File: src/rtl/div_iter_unit.sv
`default_nettype none
// ============================================================================
// Module      : div_iter_unit
// Description : Iterative radix-2 restoring divider (DIV/DIVU), one quotient
//               bit per clock. Acts as the responder to a start/ready divide
//               handshake. The operands are latched when start is first
//               accepted. The unit runs WIDTH iterations, applies sign
//               correction, and then presents {remainder, quotient} with
//               ready held high until the requester releases start.
// Ports       : clk, rst (sync, active-high)
//               signed_div_i  - 1 = signed divide, 0 = unsigned
//               opdata1_i     - dividend
//               opdata2_i     - divisor
//               start_i       - request, held high until ready_o observed
//               annul_i       - abort the current operation
//               result_o      - {remainder[2W-1:W], quotient[W-1:0]}
//               ready_o       - result valid
//               busy_o        - divider working (calculating / by-zero)
// Revision    : 1.0 - initial release
// ============================================================================
module div_iter_unit #(
    parameter int WIDTH = 32
) (
    input  logic               clk,
    input  logic               rst,
    input  logic               signed_div_i,
    input  logic [WIDTH-1:0]   opdata1_i,
    input  logic [WIDTH-1:0]   opdata2_i,
    input  logic               start_i,
    input  logic               annul_i,
    output logic [2*WIDTH-1:0] result_o,
    output logic               ready_o,
    output logic               busy_o
);

    localparam int CW = (WIDTH > 1) ? $clog2(WIDTH) : 1;
    localparam logic [CW-1:0] c_last_iter = CW'(WIDTH - 1);
    localparam logic [CW-1:0] c_cnt_one   = CW'(1);

    typedef enum logic [1:0] {
        S_IDLE   = 2'd0,
        S_BYZERO = 2'd1,
        S_CALC   = 2'd2,
        S_DONE   = 2'd3
    } state_t;

    state_t               r_state;
    logic [2*WIDTH-1:0]   r_acc;       // {partial remainder, dividend/quotient}
    logic [WIDTH-1:0]     r_divisor;   // magnitude of the divisor
    logic                 r_sign_q;
    logic                 r_sign_r;
    logic [CW-1:0]        r_cnt;

    // Operand magnitudes. The most negative value maps to 2^(W-1), which is
    // still representable as an unsigned W-bit number.
    logic             w_neg1;
    logic             w_neg2;
    logic [WIDTH-1:0] w_op1_abs;
    logic [WIDTH-1:0] w_op2_abs;

    assign w_neg1    = signed_div_i & opdata1_i[WIDTH-1];
    assign w_neg2    = signed_div_i & opdata2_i[WIDTH-1];
    assign w_op1_abs = w_neg1 ? -opdata1_i : opdata1_i;
    assign w_op2_abs = w_neg2 ? -opdata2_i : opdata2_i;

    // Trial subtraction on the upper W+1 bits of the left-shifted accumulator.
    // The partial remainder is always below the divisor, so after the shift it
    // is below 2*divisor and the W+1-bit difference has a meaningful sign bit.
    logic [WIDTH:0]       w_upper;
    logic [WIDTH:0]       w_diff;
    logic [2*WIDTH-1:0]   w_acc_next;

    assign w_upper    = r_acc[2*WIDTH-1:WIDTH-1];
    assign w_diff     = w_upper - {1'b0, r_divisor};
    assign w_acc_next = w_diff[WIDTH] ? {r_acc[2*WIDTH-2:0], 1'b0}
                                      : {w_diff[WIDTH-1:0], r_acc[WIDTH-2:0], 1'b1};

    // Sign-corrected result: quotient truncates toward zero, remainder takes
    // the sign of the dividend.
    logic [WIDTH-1:0] w_quo;
    logic [WIDTH-1:0] w_rem;

    assign w_quo = r_sign_q ? -r_acc[WIDTH-1:0]       : r_acc[WIDTH-1:0];
    assign w_rem = r_sign_r ? -r_acc[2*WIDTH-1:WIDTH] : r_acc[2*WIDTH-1:WIDTH];

    always_ff @(posedge clk) begin
        if (rst) begin
            r_state   <= S_IDLE;
            r_acc     <= '0;
            r_divisor <= '0;
            r_sign_q  <= 1'b0;
            r_sign_r  <= 1'b0;
            r_cnt     <= '0;
            result_o  <= '0;
            ready_o   <= 1'b0;
            busy_o    <= 1'b0;
        end else begin
            case (r_state)
                S_IDLE: begin
                    ready_o <= 1'b0;
                    busy_o  <= 1'b0;
                    if (start_i && !annul_i) begin
                        r_acc     <= {{WIDTH{1'b0}}, w_op1_abs};
                        r_divisor <= w_op2_abs;
                        r_sign_q  <= w_neg1 ^ w_neg2;
                        r_sign_r  <= w_neg1;
                        r_cnt     <= '0;
                        r_state   <= (opdata2_i == '0) ? S_BYZERO : S_CALC;
                    end
                end

                S_BYZERO: begin
                    if (annul_i) begin
                        busy_o  <= 1'b0;
                        r_state <= S_IDLE;
                    end else begin
                        // Zero divisor yields an all-zero result.
                        busy_o   <= 1'b1;
                        r_acc    <= '0;
                        r_sign_q <= 1'b0;
                        r_sign_r <= 1'b0;
                        r_state  <= S_DONE;
                    end
                end

                S_CALC: begin
                    if (annul_i) begin
                        busy_o  <= 1'b0;
                        r_state <= S_IDLE;
                    end else begin
                        busy_o <= 1'b1;
                        r_acc  <= w_acc_next;
                        r_cnt  <= r_cnt + c_cnt_one;
                        if (r_cnt == c_last_iter) begin
                            r_state <= S_DONE;
                        end
                    end
                end

                S_DONE: begin
                    busy_o <= 1'b0;
                    if (annul_i || !start_i) begin
                        // result_o keeps its last value until the next completion.
                        ready_o <= 1'b0;
                        r_state <= S_IDLE;
                    end else begin
                        // Accumulator is frozen here, so rewriting is harmless.
                        ready_o  <= 1'b1;
                        result_o <= {w_rem, w_quo};
                    end
                end

                default: begin
                    r_state <= S_IDLE;
                end
            endcase
        end
    end

endmodule
`default_nettype wire

File: config.mk
export PLATFORM = sky130hd
export DESIGN_NAME = div_iter_unit
export DESIGN_NICKNAME = d
export VERILOG_FILES = /design/src/rtl/div_iter_unit.sv
export SDC_FILE = /design/constraint.sdc
export NUM_CORES = 1
export LEC_CHECK = 0
export BUFFER_PORTS_ARGS = -buffer_cell sky130_fd_sc_hd__buf_2
export CAP_MARGIN = 20
export CORE_MARGIN = 2
export CORE_UTILIZATION = 40
export CTS_CLUSTER_DIAMETER = 60
export DETAILED_ROUTE_END_ITERATION = 16
export PLACE_DENSITY = 0.66
export SLEW_MARGIN = 5
export SYNTH_ARGS = -nofsm -noshare
export SYNTH_HDL_FRONTEND = slang
export SYNTH_SLANG_ARGS = --single-unit
File: constraint.sdc
create_clock -name clk -period 4.5 [get_ports clk]
set_input_delay 0.45 -clock clk [delete_from_list [all_inputs] [get_ports clk]]
set_output_delay 0.45 -clock clk [all_outputs]
set_load 0.01 [all_outputs]
# Word-level counts from Yosys, hierarchy flattened

Cells that the tools add are included.

Register bits: 171
Input bits: 69

Reduce and logical (&&, ||, !) cells: 18
Bitwise gates (word level): 4
Equal/unequal tests: 9
Multiplexer cells: 28
Add/subtract/negate cells: 6

Operator list:

| operator                                                      | count |
|---|---|
| 64-bit 2-to-1 mux                                             | 4 |
| 64-bit one-hot mux with 3 select lines                        | 1 |
| 32-bit 2-to-1 mux                                             | 4 |
| 32-bit negation                                               | 4 |
| 33-bit by 32-bit subtractor with 33-bit output                | 1 |
| 32-bit logical NOT                                            | 1 |
| 2-bit 2-to-1 mux                                              | 6 |
| 5-bit 2-to-1 mux                                              | 2 |
| 5-bit one-hot mux with 2 select lines                         | 1 |
| 3-bit AND reduction                                           | 3 |
| 2-bit != test, second input constant                          | 4 |
| 1-bit one-hot mux with 2 select lines                         | 4 |
| 2-bit one-hot mux with 4 select lines                         | 1 |
| 2-bit nonzero test                                            | 3 |
| 5-bit by 1-bit adder with 5-bit output, second input constant | 1 |
| 5-bit == test, second input constant                          | 1 |
| 1-bit 2-to-1 mux                                              | 5 |
| 2-bit == test, second input constant                          | 2 |
| 2-bit AND reduction                                           | 2 |
| 4-bit AND reduction                                           | 1 |
| 2-bit OR reduction                                            | 2 |
| 3-bit != test, second input constant                          | 1 |
| 3-bit nonzero test                                            | 1 |
| 1-bit AND                                                     | 2 |
| other kinds (7)                                               | 8 |

# Logic depth before layout (Yosys ltp)

Word-level depth: 4
Gate-level depth with buffers: 14

# Worst setup path after synthesis

Ideal clock, no wire load.

Kind: register to register
From: register r_acc[42]
To: register r_acc[45]
Library setup time: 0.122 ns
Clock period less this slack: 3.042 ns
Path slack: 1.458 ns
Arrival time: 2.921 ns
Buffers on the path: 3
Required time: 4.378 ns
Stages on the path, launching flop included: 12
Path through: dfxtp_1 > ha_1 > clkbuf_1 > nand4_1 > a2111oi_0 > a21oi_1 > o2111ai_1 > nand3_1 > and2_1 > clkbuf_1 > buf_1 > a221o_1

Cells in the longest elaborated chain, start to end: 4

Ends and longest elaborated chain:

| item                                           | RTL line | text |
|---|---|---|
| start: declaration                             | 48       | `logic [2*WIDTH-1:0] r_acc;` |
| start signal: assignment                       | 103      | `r_acc <= {{WIDTH{1'b0}}, w_op1_abs};` |
| start signal: assignment                       | 132      | `r_acc <= w_acc_next;` |
| 33-bit by 32-bit subtractor with 33-bit output | 74       | `assign w_diff = w_upper - {1'b0, r_divisor};` |
| 64-bit 2-to-1 mux                              | 75       | `assign w_acc_next = w_diff[WIDTH] ? {r_acc[2*WIDTH-2:0], 1'b0}` |
| 64-bit 2-to-1 mux                              | 127      | `if (annul_i) begin` |
| 64-bit one-hot mux with 3 select lines         | 98       | `case (r_state)` |

Every way passes these cells. The select of a mux whose other input is x is not followed.
A chain may end at the register's enable or synchronous reset.

# Final worst setup path

From: register r_acc[58]
To: register r_acc[51]

The elaborated chain is that of the path after synthesis.

==> reports/metrics.csv <==
metric;value;unit
rsz0062_at_grt;false;
routabilityCongestion;0.910;
placeableCoreArea;27600;um^2
syn_to_final_growth;13.2;%
synth-compound-area-share;0.271;
synth_seq_cells;171;
grt_remaining_overflow;0;
synthSimpleGateAreaFrac;0.201;
start_kind;flop;
synth_ff_type;dfxtp_1;
max_cap_viol_count;0;
clk_pin_slew_worst_paths;0.08;ns
syn_nets;1575;
critPathMaxStageDelay;0.60;ns
cts_root_buffer;clkbuf_16;
diodes;0;
drtIter0Drc;787;
synth-edff-count;0;
cts-buffers-inserted;17;
total_power;5.50;mW
tightest_slew;1.09;ns
critical_path.most_common_cell;a21oi_1;
regToRegStartpoint;r_acc[58]$_SDFFE_PP0P_;
clock_latency;0.44;ns
finalHoldViolCount;0;
cts.hold.buffers_added;0;
rr_worst_depth;10;
synth_area;11200;um^2
synth_xor_area_frac;0.112;
cts_tree;built;
fin_setup_tns;0;ns
peakVddDrop;295;uV
holdCritStartpoint;opdata2_i[1];
synth_mux_area_frac;0.00482;
grt_pass1_wl;51.9;mm
via_per_inst;5.58;
fin_crit;3.31;ns
antenna_found_initial;0;
htree_levels;4;
cp_slowest_cell;dfxtp_1;
vias;10700;
worst_hold_path.endpoint;r_divisor[1]$_SDFFE_PP0P_;
ant_nets;0;
synth_fa_ha_area_frac;0.0489;
rows;61;
synthArstFlopShare;0;
status;finished, final reports clean;
cts_buffer_depth;2;
power_density;436;nW/um^2
drv_slew;0;
drc_errors;0;
drive_gt1_frac;0.134;
rr_endpoint;r_acc[51]$_SDFFE_PP0P_;
post_cts_buffers;0;
crit_chain;ha_1 > a21oi_1 > o21ai_0 > a211o_1 > a21oi_1 > o2111ai_1 > a21o_1 > and2_1 > buf_4 > a221o_1;
power_leakage;5.03;nW
rrSetupSlack;1.19;ns
final_net_count;1642;
dp_hpwl;24.3;mm
port_buffers;134;
die_h;171;um
wl;32.6;mm
first_pass_iters;7;
yosysWarnings;0;
initial_core_util;0.404;
io_pins;135;
post_synth_num_cell_types;69;
syn_area_per_cell;7.63;um^2
cts-resized-gates;0;
relSlewSlack;0.275;
max_freq;302;MHz
grt_pass1_vias;9746;
grt_max_degree;98;
cts.sinks;171;
arrival;3.63;ns
synth_top_family_by_area;compound AO/OA/AOI/OAI gates;
dieArea;29300;um^2
finalCritPeriodShare;0.735;
grt_usage;0.223;
cp_data_required_time;4.82;ns
hold_path_depth;3;
setup_violations;0;
ys_seq_area_frac;0.307;
critPathMaxFanout;22;
hold_path_class;input port to flop;
wl_per_cell;17.0;um
worstSetupEndpointType;flop;
fin_worst_skew;0.0144;ns
die_w;171;um
path_class;flop to flop;
syn_inst;1463;
-- worst max-delay path by stage --
stage | to | start | slack [ns] | depth (start not counted)
final | r_acc[51]$_SDFFE_PP0P_ | r_acc[58]$_SDFFE_PP0P_ | 1.19 | 10
after floorplan | r_acc[45]$_SDFFE_PP0P_ | r_acc[42]$_SDFFE_PP0P_ | 1.46 | 11
after CTS | r_acc[51]$_SDFFE_PP0P_ | r_acc[58]$_SDFFE_PP0P_ | 1.27 | 10
after global routing | r_acc[32]$_SDFFE_PP0P_ | r_acc[38]$_SDFFE_PP0P_ | 0.98 | 9
after detailed placement | r_acc[32]$_SDFFE_PP0P_ | r_acc[38]$_SDFFE_PP0P_ | 1.30 | 9
after global placement | r_acc[48]$_SDFFE_PP0P_ | r_acc[56]$_SDFFE_PP0P_ | 1.30 | 10
-- stage by stage --
stage / hold WS [ns] / util / cell area [um^2] / worst slack, ns / instances
6_report: 0.308 / 0.457 / 12600 / 1.19 / 1920
5_1_grt: 0.325 / 0.457 / 12600 / 0.976 / 1920
4_1_cts: 0.284 / 0.457 / 12600 / 1.27 / 1920
3_5_place_dp: 0.444 / 0.437 / 12100 / 1.30 / 1889
3_3_place_gp: 0.444 / 0.437 / 12100 / 1.30 / 1889
2_1_floorplan: 0.432 / - / 11200 / 1.46 / 1463
-- critical path: cells and delay by family, from the launching register on --
family	cells	cell delay, ns
compound gates	7	1.68
flops	1	0.60
fa+ha+maj	1	0.39
buf+inv	1	0.26
simple gates	1	0.25
-- cell usage in the layout, fill, tap and decap left out, drive strengths merged, types with 15 or more instances in the layout --
cell,count
o41ai,18
xor2,90
nand2,142
or3,16
a21o,22
ha,42
xnor2,53
o31ai,26
a211oi,89
a221o,15
o21ai,91
nand3,17
nand4,23
nor3,22
dfxtp,171
inv,71
a21oi,108
buf,148
clkbuf,18
nor2,190
o211ai,22
-- synth_stat cells, types with 12 or more instances --
cell | number | share of area
a21o_1 | 22 | 0.015
a21oi_1 | 108 | 0.048
nand2_1 | 142 | 0.048
xnor2_1 | 53 | 0.042
clkbuf_1 | 95 | 0.032
o41ai_1 | 16 | 0.013
o211ai_1 | 22 | 0.015
inv_1 | 65 | 0.022
ha_1 | 42 | 0.047
nor2b_1 | 12 | 0.0067
nor2_1 | 190 | 0.064
o31ai_1 | 25 | 0.017
o21ai_0 | 91 | 0.041
or3_1 | 13 | 0.0073
nand4_1 | 23 | 0.013
a221o_1 | 15 | 0.013
a211oi_1 | 89 | 0.060
nor3_1 | 22 | 0.0099
nand3_1 | 17 | 0.0076
xor2_1 | 90 | 0.071
dfxtp_1 | 171 | 0.31
-- power breakdown --
group / total, mW / internal [mW] / switching [mW]
Combinational: 2.13 / 0.781 / 1.35
Sequential: 1.91 / 1.71 / 0.206
Clock: 1.46 / 0.789 / 0.670
Total: 5.50 / 3.28 / 2.22
-- metal layers --
layer / GRT usage / vias to the layer above / routed length (um)
li1: - / 5376 / -
met1: 0.321 / 5002 / 16100
met2: 0.340 / 300 / 14100
met3: 0.0317 / 34 / 1700
met4: 0.0741 / 0 / 628
met5: 0 / - / 0
-- kinds of logic (layout without fill, tap and decap cells) --
kind of cell,Yosys count,after routing
simple gates,484,484
compound gates,452,452
flops,171,171
buf+inv,165,244
xor+xnor,143,143
fa+ha+maj,43,43
mux,5,5
-- flip-flops by register name, summed over array words and instances, names as in the netlist --
name       cells
r_acc         64
result_o      64
r_divisor     32
r_cnt          5
r_state        2
busy_o         1
r_sign_q       1
r_sign_r       1
ready_o        1
-- cell type report --
| cell class | count | area (um^2) |
|---|---|---|
| multi-input cells | 1127 | 7140 |
| inverters | 65 | 244 |
| well taps | 378 | 473 |
| repair buffers | 148 | 778 |
| fillers | 2855 | 15000 |
| clock inverters | 13 | 133 |
| flip-flops and latches | 171 | 3420 |
| clock buffers | 18 | 439 |
Power figures use the tool's default switching activity.
